$ cat config.mk
export PLATFORM = sky130hd
export DESIGN_NAME = if_fetch_unit_flat
export DESIGN_NICKNAME = d
export VERILOG_FILES = /design/src/rtl/if_fetch_unit_if.sv /design/src/rtl/if_fetch_unit.sv /design/src/flat_wrapper.sv
export SDC_FILE = /design/constraint.sdc
export NUM_CORES = 1
export LEC_CHECK = 0
export ABC_AREA = 1
export CORE_MARGIN = 2
export CORE_UTILIZATION = 52
export DETAILED_ROUTE_END_ITERATION = 10
export PLACE_DENSITY = 0.8
export SYNTH_ARGS = -nofsm -noshare
export SYNTH_HDL_FRONTEND = slang
export SYNTH_SLANG_ARGS = --single-unit
$ cat constraint.sdc
create_clock -name clk -period 1.9 [get_ports clk]
set_clock_uncertainty 0.05 [all_clocks]
set_input_delay 0.38 -clock clk [delete_from_list [all_inputs] [get_ports clk]]
set_output_delay 0.38 -clock clk [all_outputs]
set_load 0.05 [all_outputs]
$ cat src/rtl/if_fetch_unit_if.sv
// Instruction-memory request/response channel for the fetch stage.
// master: fetch unit (issues requests); slave: instruction memory.
interface if_fetch_unit_if;
    logic        imem_req_valid_out;
    logic [31:0] imem_req_addr_out;
    logic        imem_req_ready_in;
    logic        imem_resp_valid_in;
    logic [31:0] imem_resp_data_in;

    modport master (
        output imem_req_valid_out,
        output imem_req_addr_out,
        input  imem_req_ready_in,
        input  imem_resp_valid_in,
        input  imem_resp_data_in
    );

    modport slave (
        input  imem_req_valid_out,
        input  imem_req_addr_out,
        output imem_req_ready_in,
        output imem_resp_valid_in,
        output imem_resp_data_in
    );
endinterface

$ cat src/rtl/if_fetch_unit.sv
// Fetch stage: one outstanding imem read, next-PC/write-enable to the PC
// register, and a small FIFO of {instr, pc} toward decode.
// Ports: clk, reset_in (async, active-low); pc_in / pc_next_out /
// pc_write_out to the PC register; redirect_in / redirect_addr_in;
// imem (request/response channel, master side); instr_valid_out /
// instr_out / instr_pc_out / instr_ready_in toward decode.
module if_fetch_unit #(
    parameter int          QUEUE_DEPTH = 2,
    parameter logic [31:0] PC_STEP     = 32'd4
) (
    input  logic        clk,
    input  logic        reset_in,
    input  logic [31:0] pc_in,
    output logic [31:0] pc_next_out,
    output logic        pc_write_out,
    input  logic        redirect_in,
    input  logic [31:0] redirect_addr_in,
    if_fetch_unit_if.master imem,
    output logic        instr_valid_out,
    output logic [31:0] instr_out,
    output logic [31:0] instr_pc_out,
    input  logic        instr_ready_in
);

    localparam int PW = (QUEUE_DEPTH > 1) ? $clog2(QUEUE_DEPTH) : 1;
    localparam int CW = $clog2(QUEUE_DEPTH + 1);

    typedef enum logic [1:0] {
        S_REQ  = 2'd0,
        S_WAIT = 2'd1,
        S_DROP = 2'd2
    } state_t;

    state_t state_q;
    state_t state_d;

    logic [PW-1:0] rd_ptr;
    logic [PW-1:0] wr_ptr;
    logic [PW-1:0] rd_ptr_nxt;
    logic [CW-1:0] count;
    logic [CW-1:0] count_left;
    logic [31:0]   req_pc;
    logic [31:0]   data_mem [QUEUE_DEPTH];
    logic [31:0]   pc_mem   [QUEUE_DEPTH];

    logic can_issue;
    logic accept;
    logic resp;
    logic push;
    logic pop;

    assign resp = imem.imem_resp_valid_in;

    // Issue only with a guaranteed free slot, so a push never overflows.
    assign can_issue = reset_in
                     && (state_q == S_REQ)
                     && (count < CW'(QUEUE_DEPTH))
                     && !redirect_in;
    assign accept = can_issue && imem.imem_req_ready_in;

    // A redirect voids both the response and any decode pop this cycle.
    assign push = (state_q == S_WAIT) && resp && !redirect_in;
    assign pop  = instr_valid_out && instr_ready_in && !redirect_in;

    assign instr_valid_out = (count != '0);

    assign rd_ptr_nxt = pop ? rd_ptr + PW'(1) : rd_ptr;
    assign count_left = count - CW'(pop);

    always_comb begin
        state_d = state_q;
        unique case (state_q)
            S_REQ: begin
                if (accept) state_d = S_WAIT;
            end
            S_WAIT: begin
                if (resp)             state_d = S_REQ;
                else if (redirect_in) state_d = S_DROP;
            end
            S_DROP: begin
                if (resp) state_d = S_REQ;
            end
            default: state_d = S_REQ;
        endcase
    end

    // Outputs are forced low while reset is held, even the combinational ones.
    always_comb begin
        imem.imem_req_valid_out = can_issue;
        imem.imem_req_addr_out  = reset_in ? pc_in : 32'h0;
        pc_write_out = reset_in && (redirect_in || accept);
        pc_next_out  = 32'h0;
        if (reset_in) begin
            unique case (1'b1)
                redirect_in: pc_next_out = redirect_addr_in;
                accept:      pc_next_out = pc_in + PC_STEP;
                default:     pc_next_out = pc_in;
            endcase
        end
    end

    always_ff @(posedge clk or negedge reset_in) begin
        if (!reset_in) begin
            state_q <= S_REQ;
            req_pc  <= 32'h0;
        end else begin
            state_q <= state_d;
            if (accept) req_pc <= pc_in;
        end
    end

    always_ff @(posedge clk or negedge reset_in) begin
        if (!reset_in) begin
            rd_ptr <= '0;
            wr_ptr <= '0;
            count  <= '0;
        end else if (redirect_in) begin
            rd_ptr <= '0;
            wr_ptr <= '0;
            count  <= '0;
        end else begin
            rd_ptr <= rd_ptr_nxt;
            if (push) wr_ptr <= wr_ptr + PW'(1);
            unique case ({push, pop})
                2'b10:   count <= count + CW'(1);
                2'b01:   count <= count - CW'(1);
                default: count <= count;
            endcase
        end
    end

    always_ff @(posedge clk or negedge reset_in) begin
        if (!reset_in) begin
            for (int i = 0; i < QUEUE_DEPTH; i++) begin
                data_mem[i] <= 32'h0;
                pc_mem[i]   <= 32'h0;
            end
        end else if (push) begin
            data_mem[wr_ptr] <= imem.imem_resp_data_in;
            pc_mem[wr_ptr]   <= req_pc;
        end
    end

    // Registered head: bypass the pushed entry when it lands in an
    // otherwise-empty queue; hold the last value when nothing remains.
    always_ff @(posedge clk or negedge reset_in) begin
        if (!reset_in) begin
            instr_out    <= 32'h0;
            instr_pc_out <= 32'h0;
        end else if (!redirect_in) begin
            if (push && count_left == '0) begin
                instr_out    <= imem.imem_resp_data_in;
                instr_pc_out <= req_pc;
            end else if (count_left != '0) begin
                instr_out    <= data_mem[rd_ptr_nxt];
                instr_pc_out <= pc_mem[rd_ptr_nxt];
            end
        end
    end

endmodule

$ cat src/flat_wrapper.sv
// flat-port wrapper written by rule: the top's interface ports become plain ports
module if_fetch_unit_flat 
#(
    parameter int          QUEUE_DEPTH = 2,
    parameter logic [31:0] PC_STEP     = 32'd4
)
  (clk, reset_in, pc_in, pc_next_out, pc_write_out, redirect_in, redirect_addr_in, instr_valid_out, instr_out, instr_pc_out, instr_ready_in, imem_imem_req_valid_out, imem_imem_req_addr_out, imem_imem_req_ready_in, imem_imem_resp_valid_in, imem_imem_resp_data_in);
  if_fetch_unit_if imem_i ();
  input  logic clk;
  input  logic reset_in;
  input  logic [31:0] pc_in;
  output logic [31:0] pc_next_out;
  output logic pc_write_out;
  input  logic redirect_in;
  input  logic [31:0] redirect_addr_in;
  output logic instr_valid_out;
  output logic [31:0] instr_out;
  output logic [31:0] instr_pc_out;
  input  logic instr_ready_in;
  output wire logic [$bits(imem_i.imem_req_valid_out)-1:0] imem_imem_req_valid_out;
  output wire logic [$bits(imem_i.imem_req_addr_out)-1:0] imem_imem_req_addr_out;
  input wire logic [$bits(imem_i.imem_req_ready_in)-1:0] imem_imem_req_ready_in;
  input wire logic [$bits(imem_i.imem_resp_valid_in)-1:0] imem_imem_resp_valid_in;
  input wire logic [$bits(imem_i.imem_resp_data_in)-1:0] imem_imem_resp_data_in;
  assign imem_imem_req_valid_out = imem_i.imem_req_valid_out;
  assign imem_imem_req_addr_out = imem_i.imem_req_addr_out;
  assign imem_i.imem_req_ready_in = imem_imem_req_ready_in;
  assign imem_i.imem_resp_valid_in = imem_imem_resp_valid_in;
  assign imem_i.imem_resp_data_in = imem_imem_resp_data_in;
  if_fetch_unit #(.QUEUE_DEPTH(QUEUE_DEPTH), .PC_STEP(PC_STEP)) u_core (.clk(clk), .reset_in(reset_in), .pc_in(pc_in), .pc_next_out(pc_next_out), .pc_write_out(pc_write_out), .redirect_in(redirect_in), .redirect_addr_in(redirect_addr_in), .imem(imem_i), .instr_valid_out(instr_valid_out), .instr_out(instr_out), .instr_pc_out(instr_pc_out), .instr_ready_in(instr_ready_in));
endmodule
=== After elaboration in Yosys (flattened, before gate mapping) ===
Cells that the tools add are included.
W data, S select, Z words.

* Add/subtract/negate cells: 6
* Magnitude comparators: 4
* Equal/unequal tests: 7
* Multiplexer cells: 28
* Bitwise logic cells: 3
* Reductions and logical operators: 22

{| class="wikitable"
|+ Operators with widths
! cell !! count
|-
| $mux W32 || 13
|-
| $bwmux W64 || 2
|-
| $pmux W32 S2 || 1
|-
| $add A32 B3 Y32 const B || 1
|-
| $demux W32 S1 || 1
|-
| $logic_and A1 B1 Y1 || 11
|-
| $mux W2 || 5
|-
| $reduce_bool A2 Y1 || 4
|-
| $pmux W2 S3 || 1
|-
| $eq A2 B1 Y1 const B || 2
|-
| $eq A2 B2 Y1 const B || 2
|-
| $ge A2 B2 Y1 const B || 2
|-
| $logic_not A2 Y1 || 2
|-
| $mux W1 || 4
|-
| $not A1 Y2 || 2
|-
| $pmux W2 S2 || 1
|-
| $ne A3 B3 Y1 const B || 1
|-
| $reduce_and A3 Y1 || 1
|-
| $reduce_bool A3 Y1 || 1
|-
| $add A1 B1 Y1 const B || 2
|-
| $add A2 B1 Y2 const B || 1
|-
| $lt A2 B1 Y1 const B || 1
|-
| $lt A2 B2 Y1 const B || 1
|-
| $ne A2 B1 Y1 const B || 1
|-
| 7 further kinds || 7
|}

* Flip-flop bits (word level): 230
* Input port bits: 102
* Output and inout port bits: 131
* Word-level logic and storage cells: 81

=== Depth between registers and ports, before layout ===
* Depth in word-level cells: 10
* Depth in mapped cells: 12
* Depth with buffers taken out: 10

=== Least setup slack after synthesis ===
No wires, ideal clock.

* Path kind: input -> output
* Start: in redirect_in
* End: out pc_next_out[31]
* Data arrival time: 2.147 ns
* Data required time: 1.470 ns
* Setup slack: -0.677 ns
* Stages: 9
* Buffers on the path: 2
* Cell sequence: buf_4 > nor2_4 > nand4_4 > nand2_4 > inv_2 > nor2_4 > buf_6 > nor2_1 > a21oi_1

* Longest elaborated chain between the ends: 5

{| class="wikitable"
|+ RTL lines
! what !! RTL line !! RTL
|-
| start, declared || flat_wrapper.sv:14 || <nowiki>input logic redirect_in;</nowiki>
|-
| $logic_not A1 Y1 || if_fetch_unit.sv:58 || <nowiki>&& !redirect_in;</nowiki>
|-
| $logic_and A1 B1 Y1 || if_fetch_unit.sv:58 ||
|-
| $logic_and A1 B1 Y1 || if_fetch_unit.sv:59 || <nowiki>assign accept = can_issue && imem.imem_req_ready_in;</nowiki>
|-
| $pmux W32 S2 * || if_fetch_unit.sv:94 || <nowiki>unique case (1'b1)</nowiki>
|-
| $mux W32 * || if_fetch_unit.sv:93 || <nowiki>if (reset_in) begin</nowiki>
|-
| end, declared || flat_wrapper.sv:12 || <nowiki>output logic [31:0] pc_next_out;</nowiki>
|}

Mark *: on every way between the ends. The rest lies on a longest branch, timed or not.

=== Worst setup path after layout ===
* Start: reg u_core.state_q[0]
* End: out pc_next_out[17]

* Longest elaborated chain between the ends: 7

{| class="wikitable"
|+ RTL lines
! what !! RTL line !! RTL
|-
| start, declared || if_fetch_unit.sv:34 || <nowiki>state_t state_q;</nowiki>
|-
| start signal, assigned || if_fetch_unit.sv:107 || <nowiki>state_q <= state_d;</nowiki>
|-
| $logic_not A2 Y1 || if_fetch_unit.sv:56 || <nowiki>&& (state_q == S_REQ)</nowiki>
|-
| $logic_and A1 B1 Y1 || if_fetch_unit.sv:56 ||
|-
| $logic_and A1 B1 Y1 || if_fetch_unit.sv:57 || <nowiki>&& (count < CW'(QUEUE_DEPTH))</nowiki>
|-
| $logic_and A1 B1 Y1 || if_fetch_unit.sv:58 ||
|-
| $logic_and A1 B1 Y1 || if_fetch_unit.sv:59 ||
|-
| $pmux W32 S2 || if_fetch_unit.sv:94 ||
|-
| $mux W32 || if_fetch_unit.sv:93 ||
|}

Every way passes these cells.

==> results.json <==
{
  "status": "finished with violations",
  "failed_checks": "negative setup slack",
  "syn-num-nets": 1696,
  "fin_cells": 2244,
  "async_flop_share": 1.000,
  "cts_tree": "built",
  "grt_first_pass_wirelength_mm": 59.83,
  "routedWlPerCell_um": 16.86,
  "final_cell_mix": "514 x nand2_1, 230 x dfrtp_1, 195 x buf_4",
  "core_mm2": 0.02243,
  "startpoint_type": "flop",
  "drt_iter0_drc": 1069,
  "antenna_left": 0,
  "final_util": 0.7869,
  "synthCells": 1593,
  "switching_power_mw": 6.887,
  "p_per_area_mw_per_mm2": 1023,
  "ys_ff_latch": 230,
  "crit_type": "flop to output port",
  "drt-total-wl_mm": 37.83,
  "cp.required_ns": 1.47,
  "drt-vias-per-instance": 5.474,
  "period_needed_ns": 2.611,
  "hpwl_mm": 24.87,
  "worstPathArrival_ns": 2.18,
  "cp-end-kind": "output port",
  "grt_overflow": 0,
  "worstHoldPathType": "primary input to asynchronous set/reset pin",
  "setup_violations": 32,
  "layout-drive-gt1-share": 0.2467,
  "nets": 2045,
  "synth_warnings": 0,
  "final-hold-violation-count": 0,
  "cts_buffers": 23,
  "swShare": 0.3812,
  "clockBufferDepth": 3,
  "cts.clk_slew.worst_paths_ns": 0.06,
  "via_count": 12283,
  "dieArea_mm2": 0.02387,
  "io_pins": 233,
  "worstPathMaxFanout": 25,
  "track_usage": 0.3071,
  "synth-edff-count": 0,
  "antenna_found_initial": 0,
  "place_inst": 2184,
  "rsz0062_at_grt": "true",
  "synthTopCellsByArea": "dfrtp_1 49%, nand2_1 17%, a21oi_1 6.6%, inv_1 5.1%, o21ai_0 5.0%",
  "layout_worst_path_cycle_share": 1.374,
  "ys.flop_type": "dfrtp_1",
  "peakVddDrop_v": 0.0006256,
  "share_clk_of_total_power": 0.249,
  "timing.fmax_ghz": 0.3830,
  "fin_ws_ns": -0.7107,
  "internal-power_mw": 11.18,
  "yosysTopAreaCellShare": 0.4887,
  "synth_area_leader_cell": "dfrtp_1",
  "drc": 0,
  "holdWs_ns": 0.06764,
  "syn_to_final_growth_pct": 49.91,
  "ys_types": 38,
  "tightest_slew_ns": 0.9094,
  "yosysSeqAreaShare": 0.4887,
  "p_seq_frac": 0.377,
  "mostFrequentLayoutCell": "nand2_1",
  "maxCapViolCount": 0,
  "avgSynthCellArea_um2": 7.393,
  "grt_pass1_vias": 12085,
  "reg2reg_to": "u_core.pc_mem[23]",
  "r2r_slack_ns": 0.10,
  "reg2reg_depth": 9,
  "die_h_um": 154.5,
  "clock-sinks": 230,
  "portBuffers": 232,
  "die_w_um": 154.5,
  "placementRows": 55,
  "regToRegStartpoint": "u_core.state_q[0]",
  "slew_headroom": 0.3917,
  "p_leak_nw": 9.157,
  "routabilityCongestion": 0.9111,
  "grt_start_max_net_pins": 131,
  "syn_area_mm2": 0.01178,
  "drtPass1Iterations": 7,
  "p_comb_frac": 0.374,
  "final-max-slew-violation-count": 0,
  "clock_latency_ns": 0.51,
  "start_util": 0.5249,
  "cts-htree-levels": 1,
  "cts_root_buf": "clkbuf_16"
}
[power groups by stage]
stage | registers (mW) | logic [mW] | clock network (mW)
6_report | 6.81 | 6.76 | 4.50
5_1_grt | 6.92 | 7.27 | 4.77
4_1_cts | 6.77 | 6.69 | 4.55
3_5_place_dp | 6.83 | 6.57 | 0
3_3_place_gp | 6.79 | 6.42 | 0
2_1_floorplan | 8.29 | 2.53 | 0
[worst max-delay path, stage by stage (launching register included)]
cell	delay, ns
dfrtp_1	0.39
nor2_2	0.16
nand4_4	0.20
buf_12	0.23
nor2_2	0.20
nand2_1	0.09
nand3_1	0.08
o21ai_1	0.09
inv_2	0.09
buf_12	0.13
[through the flow]
stage               setup WS, ns  power (mW)  cell area, um2  setup TNS (ns)
global route             -0.7658       18.96           17650          -22.25
global placement         -0.8104       13.20           16260          -33.58
detailed placement       -0.8636       13.41           16260          -39.07
CTS                      -0.6520       18.01           17470          -18.79
floorplan                -0.2296       10.82           12050          -2.208
finish                   -0.7107       18.07           17650          -20.00
[repair_timing]
action	4_1_cts	5_1_grt
resized for setup	123	40
pin swaps	29	7
setup endpoints to repair	44	48
hold buffers	4	0
gates cloned	2	2
hold endpoints to repair	37	0
buffers inserted	10	1
[layout make-up]
| class | count | area [um2] |
|---|---|---|
| fillers | 1493 | 4780 |
| inverters | 166 | 664.4 |
| clock inverters | 12 | 120.1 |
| diodes | 1 | 2.502 |
| flip-flops and latches | 230 | 5756 |
| multi-input cells | 1107 | 5464 |
| clock buffers | 29 | 628.1 |
| repair buffers | 414 | 4663 |
| well taps | 285 | 356.6 |
[registers in the layout, indices dropped and copies added, names as in the netlist]
name and flops:
u_core.data_mem 64, u_core.instr_out 32, u_core.count 2, u_core.instr_pc_out 32, u_core.req_pc 32, u_core.rd_ptr 1
u_core.state_q 2, u_core.wr_ptr 1, u_core.pc_mem 64
[logic make-up after synthesis]
family | synth area share
simple gates | 0.2774
compound gates | 0.1244
buf+inv | 0.09350
flops | 0.4887
mux | 0.01105
xor+xnor | 0.003825
fa+ha+maj | 0.001062
[cells in the mapped netlist (2+ instances only)]
library cell,instances
nor3_1,4
nand4_1,4
a21oi_2,5
clkbuf_1,20
nand2_4,2
buf_4,3
nor2_2,4
nor2_1,138
inv_1,161
buf_2,59
nand3b_1,3
o21ai_0,117
dfrtp_1,230
mux2i_1,13
nand2_1,531
buf_6,7
a21oi_1,156
o21bai_1,2
inv_2,3
nand3_1,111
nor2_4,3
[per-layer routing]
layer	wire, um	up-vias	global-route usage
li1	-	5726	-
met1	14860	5820	0.3987
met2	18310	642	0.5172
met3	3337	95	0.05856
met4	1325	0	0.1102
met5	0	-	0
[worst max-delay path by stage]
stage / slack, ns / endpoint / cells after the start / start
3_3_place_gp: -0.81 / pc_next_out[24] / 12 / pc_in[2]
6_report: -0.71 / pc_next_out[17] / 9 / u_core.state_q[0]
3_5_place_dp: -0.86 / pc_next_out[29] / 11 / pc_in[7]
4_1_cts: -0.65 / pc_next_out[16] / 10 / u_core.state_q[0]
2_1_floorplan: -0.23 / pc_next_out[31] / 9 / redirect_in
5_1_grt: -0.77 / pc_next_out[16] / 10 / u_core.state_q[0]
No activity file was read; power rests on OpenSTA's default activity.
